--- config.mk ---
export PLATFORM = sky130hd
export DESIGN_NAME = sel_decode_queue
export DESIGN_NICKNAME = d
export VERILOG_FILES = /design/src/rtl/sel_decode_queue.sv
export SDC_FILE = /design/constraint.sdc
export NUM_CORES = 1
export LEC_CHECK = 0
export ABC_AREA = 1
export BUFFER_PORTS_ARGS = -buffer_cell sky130_fd_sc_hd__buf_2
export CAP_MARGIN = 20
export CORE_AREA = 10 10 91 61
export CTS_CLUSTER_DIAMETER = 200
export DETAILED_ROUTE_END_ITERATION = 10
export DIE_AREA = 0 0 101 71
export PLACE_DENSITY = 0.72
export REMOVE_ABC_BUFFERS = 1
export SLEW_MARGIN = 20
export SYNTH_ARGS = -nofsm -noshare
export SYNTH_HDL_FRONTEND = slang
export SYNTH_SLANG_ARGS = --single-unit
--- constraint.sdc ---
create_clock -name clk -period 3.7 [get_ports clk]
set_input_delay 0.74 -clock clk [delete_from_list [all_inputs] [get_ports clk]]
set_output_delay 0.74 -clock clk [all_outputs]
set_load 0.005 [all_outputs]
--- src/rtl/sel_decode_queue.sv ---
`default_nettype none
// ============================================================================
// Module   : sel_decode_queue
// Purpose  : Small FIFO of {en, sel} requests. The head entry is presented
//            as a one-hot decode (out_onehot) together with its raw index.
//            Optional macro SEL_ZERO_SUPPRESS_EN: when defined, a head entry
//            with sel == 0 decodes to all-zero (hardwired register 0).
// Revision : 1.0 - initial release
// ============================================================================
module sel_decode_queue #(
    parameter int SEL_W = 5,
    parameter int DEPTH = 4,
    localparam int OUT_W = 2**SEL_W,
    localparam int CNT_W = $clog2(DEPTH + 1)
) (
    input  logic             clk,
    input  logic             rst_n,
    input  logic             in_valid,
    output logic             in_ready,
    input  logic [SEL_W-1:0] in_sel,
    input  logic             in_en,
    output logic             out_valid,
    input  logic             out_ready,
    output logic [OUT_W-1:0] out_onehot,
    output logic [SEL_W-1:0] out_index,
    output logic [CNT_W-1:0] count
);

    // DEPTH is a power of two, so the pointers wrap naturally at PTR_W bits.
    localparam int PTR_W   = $clog2(DEPTH);
    localparam int ENTRY_W = SEL_W + 1;

    logic [ENTRY_W-1:0] mem_q [DEPTH];
    logic [ENTRY_W-1:0] mem_d [DEPTH];
    logic [PTR_W-1:0]   wr_ptr_q, wr_ptr_d;
    logic [PTR_W-1:0]   rd_ptr_q, rd_ptr_d;
    logic [CNT_W-1:0]   count_q,  count_d;

    logic               w_push;
    logic               w_pop;
    logic [ENTRY_W-1:0] w_head;
    logic [SEL_W-1:0]   w_head_sel;
    logic               w_head_en;
    logic               w_head_live;

    // Handshake qualifiers: full ignores pushes, empty ignores pops.
    always_comb begin
        in_ready  = (count_q != CNT_W'(DEPTH));
        out_valid = (count_q != '0);
        w_push    = in_valid && in_ready;
        w_pop     = out_valid && out_ready;
    end

    // Next-state for pointers, occupancy and storage; storage only changes on a push.
    always_comb begin
        wr_ptr_d = wr_ptr_q;
        rd_ptr_d = rd_ptr_q;
        count_d  = count_q;
        mem_d    = mem_q;
        if (w_push) begin
            mem_d[wr_ptr_q] = {in_en, in_sel};
            wr_ptr_d        = wr_ptr_q + PTR_W'(1);
        end
        if (w_pop) begin
            rd_ptr_d = rd_ptr_q + PTR_W'(1);
        end
        if (w_push && !w_pop) begin
            count_d = count_q + CNT_W'(1);
        end else if (!w_push && w_pop) begin
            count_d = count_q - CNT_W'(1);
        end
    end

    // Control state: asynchronously cleared, which discards every queued entry.
    always_ff @(posedge clk or negedge rst_n) begin
        if (!rst_n) begin
            wr_ptr_q <= '0;
            rd_ptr_q <= '0;
            count_q  <= '0;
        end else begin
            wr_ptr_q <= wr_ptr_d;
            rd_ptr_q <= rd_ptr_d;
            count_q  <= count_d;
        end
    end

    // Entry storage is never reset; stale contents are unreachable once count is 0.
    always_ff @(posedge clk) begin
        mem_q <= mem_d;
    end

    // Head decode: zero outputs whenever the queue is empty.
    always_comb begin
        w_head     = mem_q[rd_ptr_q];
        w_head_sel = w_head[SEL_W-1:0];
        w_head_en  = w_head[ENTRY_W-1];
`ifdef SEL_ZERO_SUPPRESS_EN
        w_head_live = w_head_en && (w_head_sel != '0);
`else
        w_head_live = w_head_en;
`endif
        out_index  = out_valid ? w_head_sel : '0;
        out_onehot = (out_valid && w_head_live) ? (OUT_W'(1) << w_head_sel) : '0;
        count      = count_q;
    end

endmodule
`default_nettype wire

==> metrics.yaml, run 1 <==
path_max_fanout: 17
netSwitchingPower_uw: 866
r2r_cells: 10
period_needed_ps: 2810
setup_viol: 0
ys_dominant_reg_cell: "edfxtp_1"
synth_top_area_share_pct: 40.0
post-synth-top-area-cell: "edfxtp_1"
yosysMostFrequentCell: "nor2_1"
grt_pass1_vias: 1448
setup_tns_ps: 0
ant_nets: 0
p_per_area_mw_per_mm2: 856
clockBufferDepth: 2
slew_headroom_pct: 57.4
postCtsSetupRepairBufs: 0
drive_gt1_share_pct: 27.8
holdWs_ps: 285
rrSetupSlack_ps: 1660
synth-seq-cells: 31
start_util_pct: 45.7
htreeDepth: 2
port_buffers: 51
leakagePower_uw: 0.00105
groute.usage.overall_pct: 12.4
post-route-period-util_pct: 76.0
synth_cell_types: 25
io_pins: 52
grt_max_degree: 18
synth_area_mm2: 0.00180
cp.required_ps: 2960
fp.coreArea_mm2: 0.00394
maxCapViolCount: 0
grt_first_pass_wirelength_mm: 7.22
r2r-start: "count[0]"
cts_inserted_buffers: 5
drv_slew: 0
n_antenna_cell: 0
status: "complete, no violations"
grt.overflow.total: 0
rows: 18
finClkSkew_ps: 5.45
crit_path_end: "out_onehot[10]"
internal_power_uw: 983
clock-sinks: 31
clkTransAtPathRegs_ps: 60
grt_setup_unrepaired: "false"
synthCells: 206
clkLatencyLatePin_ps: 280
vias_per_cell: 4.92
drtIter0Drc: 100
postRouteWirelength_mm: 4.29
synth-edff-count: 24
die_area_mm2: 0.00717
peakVddDrop_mv: 0.408
cts_resized: 0
wl_per_cell_um: 13.9
gp_congestion: 0.815
hold_class: "in2async"
hold_viol_final: 0
synth.area.top_cells: "edfxtp_1, dfrtp_1, nor2_1"
switching_share_pct: 46.8
power_frac_seq_pct: 30.9
via_count: 1519
grt_antenna_before_repair: 0
area_growth_pct: 20.0
end_kind: "output pin"
critPathLaunch: "rd_ptr_q[0]"
drc_errors: 0
synth_warnings: 0
avgSynthCellArea_um2: 8.74
dp_hpwl_mm: 3.34
r2r-end: "count[2]"
cts_tree: "built"
synth_common_cells: "nor2_1, nand2_1, nand3_1"
drtPass1Iterations: 4
ys_async_sr_fraction_pct: 22.6
ys_seq_area_share_pct: 49.8
p_comb_share_pct: 52.1
die_w_um: 101
ctsHoldBuffers: 0
p_clk_share_pct: 17.0
tightest_slew_ps: 636
cts_root_buffer: "clkbuf_8"
arrival_ps: 2070
die_h_um: 71
worstSetupPathType: "reg2out"
start_kind: "flip-flop"
fmax_mhz: 355
finalNetCount: 274
critical path: stages, from the launching register on:
cell and delay, ps:
dfrtp_1 740, inv_8 110, o211ai_1 250, nand2_1 120
inv_1 100, nand2_2 180, nor2_1 160, buf_2 130
flip-flops by register name, summed over array words and instances (netlist names):
register,cells
count,3
mem_q,24
rd_ptr_q,2
wr_ptr_q,2
placed cells by master (no fill, tap or decap):
master,n
a21oi_1,4
buf_2,51
bufinv_16,1
clkbuf_8,5
clkinv_1,1
clkinv_2,1
dfrtp_1,7
edfxtp_1,24
fa_1,1
ha_1,5
inv_1,21
inv_2,1
inv_4,1
inv_8,1
nand2_1,43
nand2_2,3
nand2_4,3
nand3_1,25
nand3_2,1
nand4_1,4
nor2_1,44
nor2_2,1
nor2_4,3
o211ai_1,1
o21ai_0,3
xnor2_1,1
xor2_1,3
per-stage QoR:
step | total power, uW | util (%) | setup WS [ps] | std cells | area, um^2
6_report | 1850 | 54.8 | 887 | 309 | 2160
5_1_grt | 2030 | 54.8 | 617 | 309 | 2160
3_3_place_gp | 1520 | 52.1 | 1220 | 301 | 2050
2_1_floorplan | 1230 | - | 1610 | 200 | 1740
3_5_place_dp | 1530 | 52.1 | 1170 | 301 | 2050
4_1_cts | 1860 | 54.8 | 883 | 309 | 2160
power by group through the flow:
stage	Clock, uW	Sequential (uW)	Combinational, uW
after floorplan	0	555	680
after global placement	0	575	945
after detailed placement	0	579	956
after CTS	322	571	965
after global routing	338	586	1100
final	314	571	964
cell families (layout without fill, tap and decap cells):
kind of cell / count (synthesis) / in the layout / share of synthesized area [%]
AO/OA/AOI/OAI: 8 / 8 / 2.36
XOR/XNOR: 4 / 4 / 1.95
adder cells (fa/ha/maj): 6 / 6 / 4.59
buffers and inverters: 30 / 83 / 9.17
flip-flops: 31 / 31 / 49.8
AND/OR/NAND/NOR: 127 / 127 / 32.2
routing by layer:
layer / wire [um] / global-route usage, % / part of all wire (%) / vias up
li1: - / - / - / 765
met1: 1990 / 15.9 / 46 / 700
met2: 1910 / 18.6 / 45 / 50
met3: 368 / 5.53 / 8.6 / 4
met4: 13 / 3.08 / 0.30 / 0
met5: 0 / 0 / 0 / -
how the worst min path moves through the flow:
stage / startpoint / endpoint / slack [ps]
6_report: rst_n / rd_ptr_q[0] / 280
4_1_cts: rst_n / rd_ptr_q[0] / 280
3_5_place_dp: count[0] / count[0] / 570
2_1_floorplan: rst_n / count[0] / 440
3_3_place_gp: count[0] / count[0] / 550
5_1_grt: rst_n / rd_ptr_q[0] / 280
cell type report:
type	instances	area, um^2
timing repair buffer	51	255
clock inverter	3	38.8
clock buffer	5	68.8
inverter	24	100
multi-input combinational	145	739
tap	50	62.6
fill	356	1780
sequential	31	896
Note: power is estimated with default switching activity, not from simulation.
==> run 2: changes to the inputs <==
==> constraint.sdc (replaced) <==
create_clock -name clk -period 2.7 [get_ports clk]
set_input_delay 0.54 -clock clk [delete_from_list [all_inputs] [get_ports clk]]
set_output_delay 0.54 -clock clk [all_outputs]
set_load 0.005 [all_outputs]
==> run 2 against run 1 <==
Sequential power grew 38%. Cell count did not move. First-iteration DRC count increased by 36%. Highest routed layer unchanged. Setup slack worse by 700 ps. Worst hold slack got worse by 210 ps. Via count grew 0.66%. Largest cell class unchanged.
==> metrics.yaml, run 2 (synthesis gave the netlist of run 1 again) <==
ant_nets: 0  # unchanged
n_antenna_cell: 0  # unchanged
worstSetupPathType: "reg2out"
clock-sinks: 31  # unchanged
die_w_um: 101  # unchanged
start_util_pct: 45.7  # unchanged
layout_commonest_cell: "buf_2"
drtIter0Drc: 136  # +36%
stdcell_area_mm2: 0.00216  # about the same
hold_class: "in2async"
wl_per_cell_um: 14.1  # +1.6%
drtPass1Iterations: 4  # unchanged
p_total_uw: 2550  # +38%
grt_max_degree: 18  # unchanged
layout_common_cells: "buf_2, nor2_1, nand2_1, nand3_1, edfxtp_1"
rows: 18  # unchanged
end_kind: "output pin"
fmax_mhz: 398
port_buffers: 51  # unchanged
setup_viol: 0  # unchanged
postRouteWirelength_mm: 4.36  # +1.6%
dp_hpwl_mm: 3.29  # -1.6%
area_growth_pct: 20.1  # about the same
start_kind: "flip-flop"
dpl_worst_slack_ps: 373  # -797 ps
cp.required_ps: 2160  # -800 ps
clkLatencyLatePin_ps: 280  # about the same
peakVddDrop_mv: 0.572  # +40%
vias_per_cell: 4.95  # +0.66%
via_count: 1529  # +0.66%
grt_setup_unrepaired: "false"
drive_gt1_share_pct: 28.2  # +0.39 points
clkTransAtPathRegs_ps: 60  # about the same
status: "complete, no violations"
cts_inserted_buffers: 5  # unchanged
grt_antenna_before_repair: 0  # unchanged
leakagePower_uw: 0.00105  # about the same
clockBufferDepth: 2  # unchanged
drc_errors: 0  # unchanged
path_max_fanout: 16  # -1
finalNetCount: 274  # unchanged
fp.coreArea_mm2: 0.00394  # unchanged
cts_tree: "built"
maxCapViolCount: 0  # unchanged
tightest_slew_ps: 612  # -24.1 ps
largest_reg_flops: 24  # unchanged
post-route-period-util_pct: 93.1
io_pins: 52  # unchanged
cts_root_buffer: "clkbuf_8"
slew_headroom_pct: 59.0  # +1.6 points
grt.overflow.total: 0  # unchanged
die_area_mm2: 0.00717  # unchanged
die_h_um: 71  # unchanged
p_per_area_mw_per_mm2: 1180  # +38%
groute.usage.overall_pct: 12.5  # +0.11 points
fillerInstances: 356  # unchanged
dpl_cell_area_mm2: 0.00205  # unchanged
period_needed_ps: 2510
htreeDepth: 2  # unchanged
final-seq-area_um2: 897  # +0.14%
worst_slack_ps: 187  # -700 ps
regMostFlops: "mem_q"
gp_congestion: 0.816  # +0.14%
setup_tns_ps: 0  # unchanged
arrival_ps: 1970  # -100 ps
postCtsSetupRepairBufs: 0  # unchanged
grt_first_pass_wirelength_mm: 7.18  # -0.66%
drv_slew: 0  # unchanged
finClkSkew_ps: 2.64  # -2.81 ps
grt_pass1_vias: 1420  # -1.9%
multi_input_area_um2: 739  # unchanged
hold_viol_final: 0  # unchanged
==> run 2: cell types whose count changed in the layout (fill, tap and decap cells not counted) <==
| cell | delta |
|---|---|
| dfrtp_1 | -1 |
| dfrtp_2 | +1 |
==> run 2: report_power, final <==
part	switching (uW)	total [uW]	internal, uW
logic	898	1320	426
clock network	167	437	270
registers	134	786	653
total	1200	2550	1350
==> run 2: through the flow <==
stage / hold slack [ps] / util, % / cells
2_1_floorplan: 244 / - / 200
3_3_place_gp: 384 / 52.1 / 301
3_5_place_dp: 384 / 52.1 / 301
4_1_cts: 78.3 / 54.8 / 309
5_1_grt: 74.6 / 54.9 / 309
6_report: 78.1 / 54.9 / 309
==> run 2: worst paths after layout <==
kind / start / to / slack (ps) / cells after the start
max: rd_ptr_q[1] / out_onehot[10] / 190 / 7
min: rst_n / count[2] / 80 / 1
max reg2reg: count[0] / count[2] / 640 / 10
min reg2reg: count[0] / count[0] / 570 / 1
max in group asynchronous: rst_n / rd_ptr_q[0] / 2450 / 1
min in group clk: in_sel[4] / mem_q[10] / 470 / 1
==> run 2: critical path, cell delays in order, from the launching register on <==
cell and delay [ps]:
dfrtp_1 600, inv_2 170, o211ai_1 180, nand2_1 140, inv_1 110, nand2_2 190
nor2_1 170, buf_2 130
==> run 2: layer usage <==
layer,global-route usage (%),vias to the layer above,part of all wire (%)
met5,0,-,0
met4,3.70,0,1.4
met3,5.24,10,10
met2,18.0,68,43
met1,16.6,684,46
li1,-,767,-
==> run 2: layout make-up <==
type	count	share of cell area [%]
multi-input combinational	145	34.2
tap	50	2.89
timing repair buffer	51	11.8
sequential	31	41.5
clock inverter	3	1.79
clock buffer	5	3.18
inverter	24	4.63
==> run 2: timing repair <==
action / CTS / global route
hold buffers: 0 / 0
setup endpoints to repair: 0 / 32
resized for setup: 0 / 1
==> run 3: changes to the inputs <==
--- a/config.mk
+++ b/config.mk
@@ -5,14 +5,14 @@
 export SDC_FILE = /design/constraint.sdc
 export NUM_CORES = 1
 export LEC_CHECK = 0
-export ABC_AREA = 1
 export BUFFER_PORTS_ARGS = -buffer_cell sky130_fd_sc_hd__buf_2
 export CAP_MARGIN = 20
-export CORE_AREA = 10 10 91 61
+export CORE_AREA = 10 10 90 61
+export CTS_BUF_LIST = sky130_fd_sc_hd__clkbuf_2 sky130_fd_sc_hd__clkbuf_4 sky130_fd_sc_hd__clkbuf_8
 export CTS_CLUSTER_DIAMETER = 200
 export DETAILED_ROUTE_END_ITERATION = 10
-export DIE_AREA = 0 0 101 71
-export PLACE_DENSITY = 0.72
+export DIE_AREA = 0 0 100 71
+export PLACE_DENSITY = 0.73
 export REMOVE_ABC_BUFFERS = 1
 export SLEW_MARGIN = 20
 export SYNTH_ARGS = -nofsm -noshare
==> run 3 against run 2 <==
Synthesized cell count fell by 37%. Design area up 9.7%. Global-route usage is 0.12 points lower. Register-to-register slack worse by 230 ps. Non-clock buffer count increased by 16. Die area is 0.99% lower. Wire length up 3.6%. Largest cell class is now multi-input gates. Clock skew grew 5.7 ps. Combinational power up 17%. Core utilization rose by 6.0 points. Sequential power fell by 2%.
==> metrics.yaml, run 3 <==
cts_inserted_buffers: 5  # unchanged
layout_common_cells: "buf_2, edfxtp_1, buf_4, a211oi_2, and2_1"
path_cells: "mux4_2 > or2_4 > a211oi_2 > buf_2"
synth_area_mm2: 0.00180  # -0.28%
yosysMostFrequentCell: "edfxtp_1"
vias_per_cell: 5.42  # +9.5%
die_h_um: 71  # unchanged
wl_per_cell_um: 18.4  # +31%
worstSetupPathType: "reg2out"
r2r-end: "count[2]"
postRouteWirelength_mm: 4.51  # +3.6%
die_w_um: 100  # -0.99%
peakVddDrop_mv: 0.583  # +2.0%
path_max_fanout: 8  # -8
critPathLaunch: "rd_ptr_q[0]"
end_kind: "output pin"
synth_top_area_share_pct: 40.1  # +0.11 points
groute.usage.overall_pct: 12.4  # -0.12 points
rrSetupSlack_ps: 410  # -230 ps
status: "complete, no violations"
grt_setup_unrepaired: "true"
slowest_stage: "mux4_2"
post-synth-top-area-cell: "edfxtp_1"
synth_warnings: 0  # unchanged
fillerInstances: 314  # -12%
dpl_cell_area_mm2: 0.00209  # +1.9%
setup_viol: 0  # unchanged
area_growth_pct: 32.1
die_area_mm2: 0.00710  # -0.99%
layout_commonest_cell: "buf_2"
tightest_slew_ps: 377  # -235 ps
p_per_area_mw_per_mm2: 1160  # -1.6%
dpl_worst_slack_ps: 17.1  # -356 ps
drive_gt1_share_pct: 59.5  # +31 points
synth_cell_types: 34  # +36%
avgSynthCellArea_um2: 13.9  # +59%
synth-seq-cells: 31  # unchanged
hold_class: "in2async"
grt_pass1_vias: 1353  # -4.7%
cts_tree: "built"
holdWs_ps: 92.5  # +14.4 ps
clockBufferDepth: 2  # unchanged
ys_seq_area_share_pct: 49.9  # +0.14 points
crit_path_end: "out_onehot[16]"
leakagePower_uw: 0.000962  # -8.5%
htreeDepth: 2  # unchanged
worst_slack_ps: 58.3  # -129 ps
finClkSkew_ps: 8.38  # +5.74 ps
synth_common_cells: "edfxtp_1, a211oi_2, and2_1, dfrtp_1"
arrival_ps: 2100  # +130 ps
clock-sinks: 31  # unchanged
synth-simple-area-share_pct: 16.4  # -16 points
synth-edff-count: 24  # unchanged
hold_viol_final: 0  # unchanged
n_antenna_cell: 0  # unchanged
drc_errors: 0  # unchanged
io_pins: 52  # unchanged
drv_slew: 0  # unchanged
grt_first_pass_wirelength_mm: 7.11  # -0.96%
largest_reg_flops: 24  # unchanged
synth.area.top_cells: "edfxtp_1, dfrtp_1, a211oi_2"
post-route-period-util_pct: 97.8  # +4.8 points
start_util_pct: 46.1  # +0.40 points
synth_compound_area_share_pct: 9.90  # +7.5 points
rows: 18  # unchanged
slowest_delay_ps: 630  # +30 ps
cp.required_ps: 2160  # about the same
ys_dominant_reg_cell: "edfxtp_1"
grt_antenna_before_repair: 0  # unchanged
synthMuxAreaShare_pct: 11.6  # +12 points
slew_headroom_pct: 74.8  # +16 points
period_needed_ps: 2640  # +129 ps
synth_xor_area_share_pct: 2.93  # +0.98 points
grt.overflow.total: 0  # unchanged
gp_congestion: 0.825  # +1.1%
fp.coreArea_mm2: 0.00390  # -1.1%
grt_max_degree: 17  # -1
maxCapViolCount: 0  # unchanged
finalNetCount: 210  # -23%
start_kind: "flip-flop"
synthAdderAreaFrac_pct: 4.60  # +0.013 points
ctsHoldBuffers: 0  # unchanged
ant_nets: 0  # unchanged
regMostFlops: "mem_q"
clkLatencyLatePin_ps: 280  # about the same
drtIter0Drc: 73  # -46%
fmax_mhz: 379  # -4.9%
stdcell_area_mm2: 0.00237  # +9.7%
r2r-start: "count[2]"
port_buffers: 51  # unchanged
ys_async_sr_fraction_pct: 22.6  # unchanged
r2r_cells: 9  # -1
cts_root_buffer: "clkbuf_8"
synthCells: 129  # -37%
dp_hpwl_mm: 3.40  # +3.4%
via_count: 1328  # -13%
drtPass1Iterations: 4  # unchanged
clkTransAtPathRegs_ps: 60  # about the same
synth_top_family_by_area: "simple AND/OR/NAND/NOR gates"
## run 3: cell types whose count changed after synthesis, moves of 5 or more
cell	change
nor2_1	-42
nand2_1	-38
nand3_1	-23
inv_1	-17
a211oi_2	+10
and2_1	+7
a211oi_1	+6
nor3_1	+6
nor4_1	+5
## run 3: kinds of logic after synthesis
kind of cell / count (synthesis)
compound gates: 17
simple gates: 43
fa+ha+maj: 6
mux: 12
flops: 31
buf+inv: 14
xor+xnor: 6
## run 3: layout make-up
class,count,area [um^2],area share (%)
inverter,5,18.8,0.792
sequential,31,897,37.8
tap,50,62.6,2.64
timing repair buffer,67,387,16.3
clock buffer,5,68.8,2.90
clock inverter,3,38.8,1.64
multi-input combinational,84,898,37.9
## run 3: power by group
part / leakage [uW] / internal [uW] / switching, uW
clock: 0.0000556 / 270 / 160
combinational: 0.000606 / 668 / 876
sequential: 0.000301 / 656 / 118
## run 3: worst min path at each step
stage	start	endpoint	slack, ps	cells past startpoint
after floorplan	rst_n	count[0]	240	0
after global placement	rst_n	wr_ptr_q[0]	380	1
after detailed placement	rst_n	count[0]	390	1
after CTS	rst_n	count[0]	90	1
after global routing	rst_n	wr_ptr_q[0]	80	1
final	rst_n	count[0]	90	1
## run 3: what timing repair did
item                       CTS  global route
resized for setup            3            19
pin swaps                    0             5
setup buffers                2             8
setup endpoints to repair   32            31
## run 3: per-layer routing
metal / up-vias / share of wire (%) / global-route usage [%]
li1: 626 / - / -
met1: 648 / 44 / 14.9
met2: 47 / 46 / 19.3
met3: 7 / 8.2 / 5.53
met4: 0 / 1.4 / 4.06
met5: - / 0 / 0
## run 3: critical path, delay by kind of cell, from the launching register on
| kind | cells | cell delay (ps) |
|---|---|---|
| AO/OA/AOI/OAI | 1 | 230 |
| buffers and inverters | 1 | 150 |
| flip-flops | 1 | 500 |
| multiplexers | 1 | 630 |
| AND/OR/NAND/NOR | 1 | 320 |
## run 3: per-stage QoR
step                      total power, uW  instances  setup TNS (ps)  utilization [%]
after floorplan                      1600        120               0                -
after CTS                            2540        237               0             57.1
final                                2750        245               0             60.9
after global routing                 2940        245            -520             60.9
after detailed placement             2060        227               0             53.7
after global placement               1980        227               0             53.7
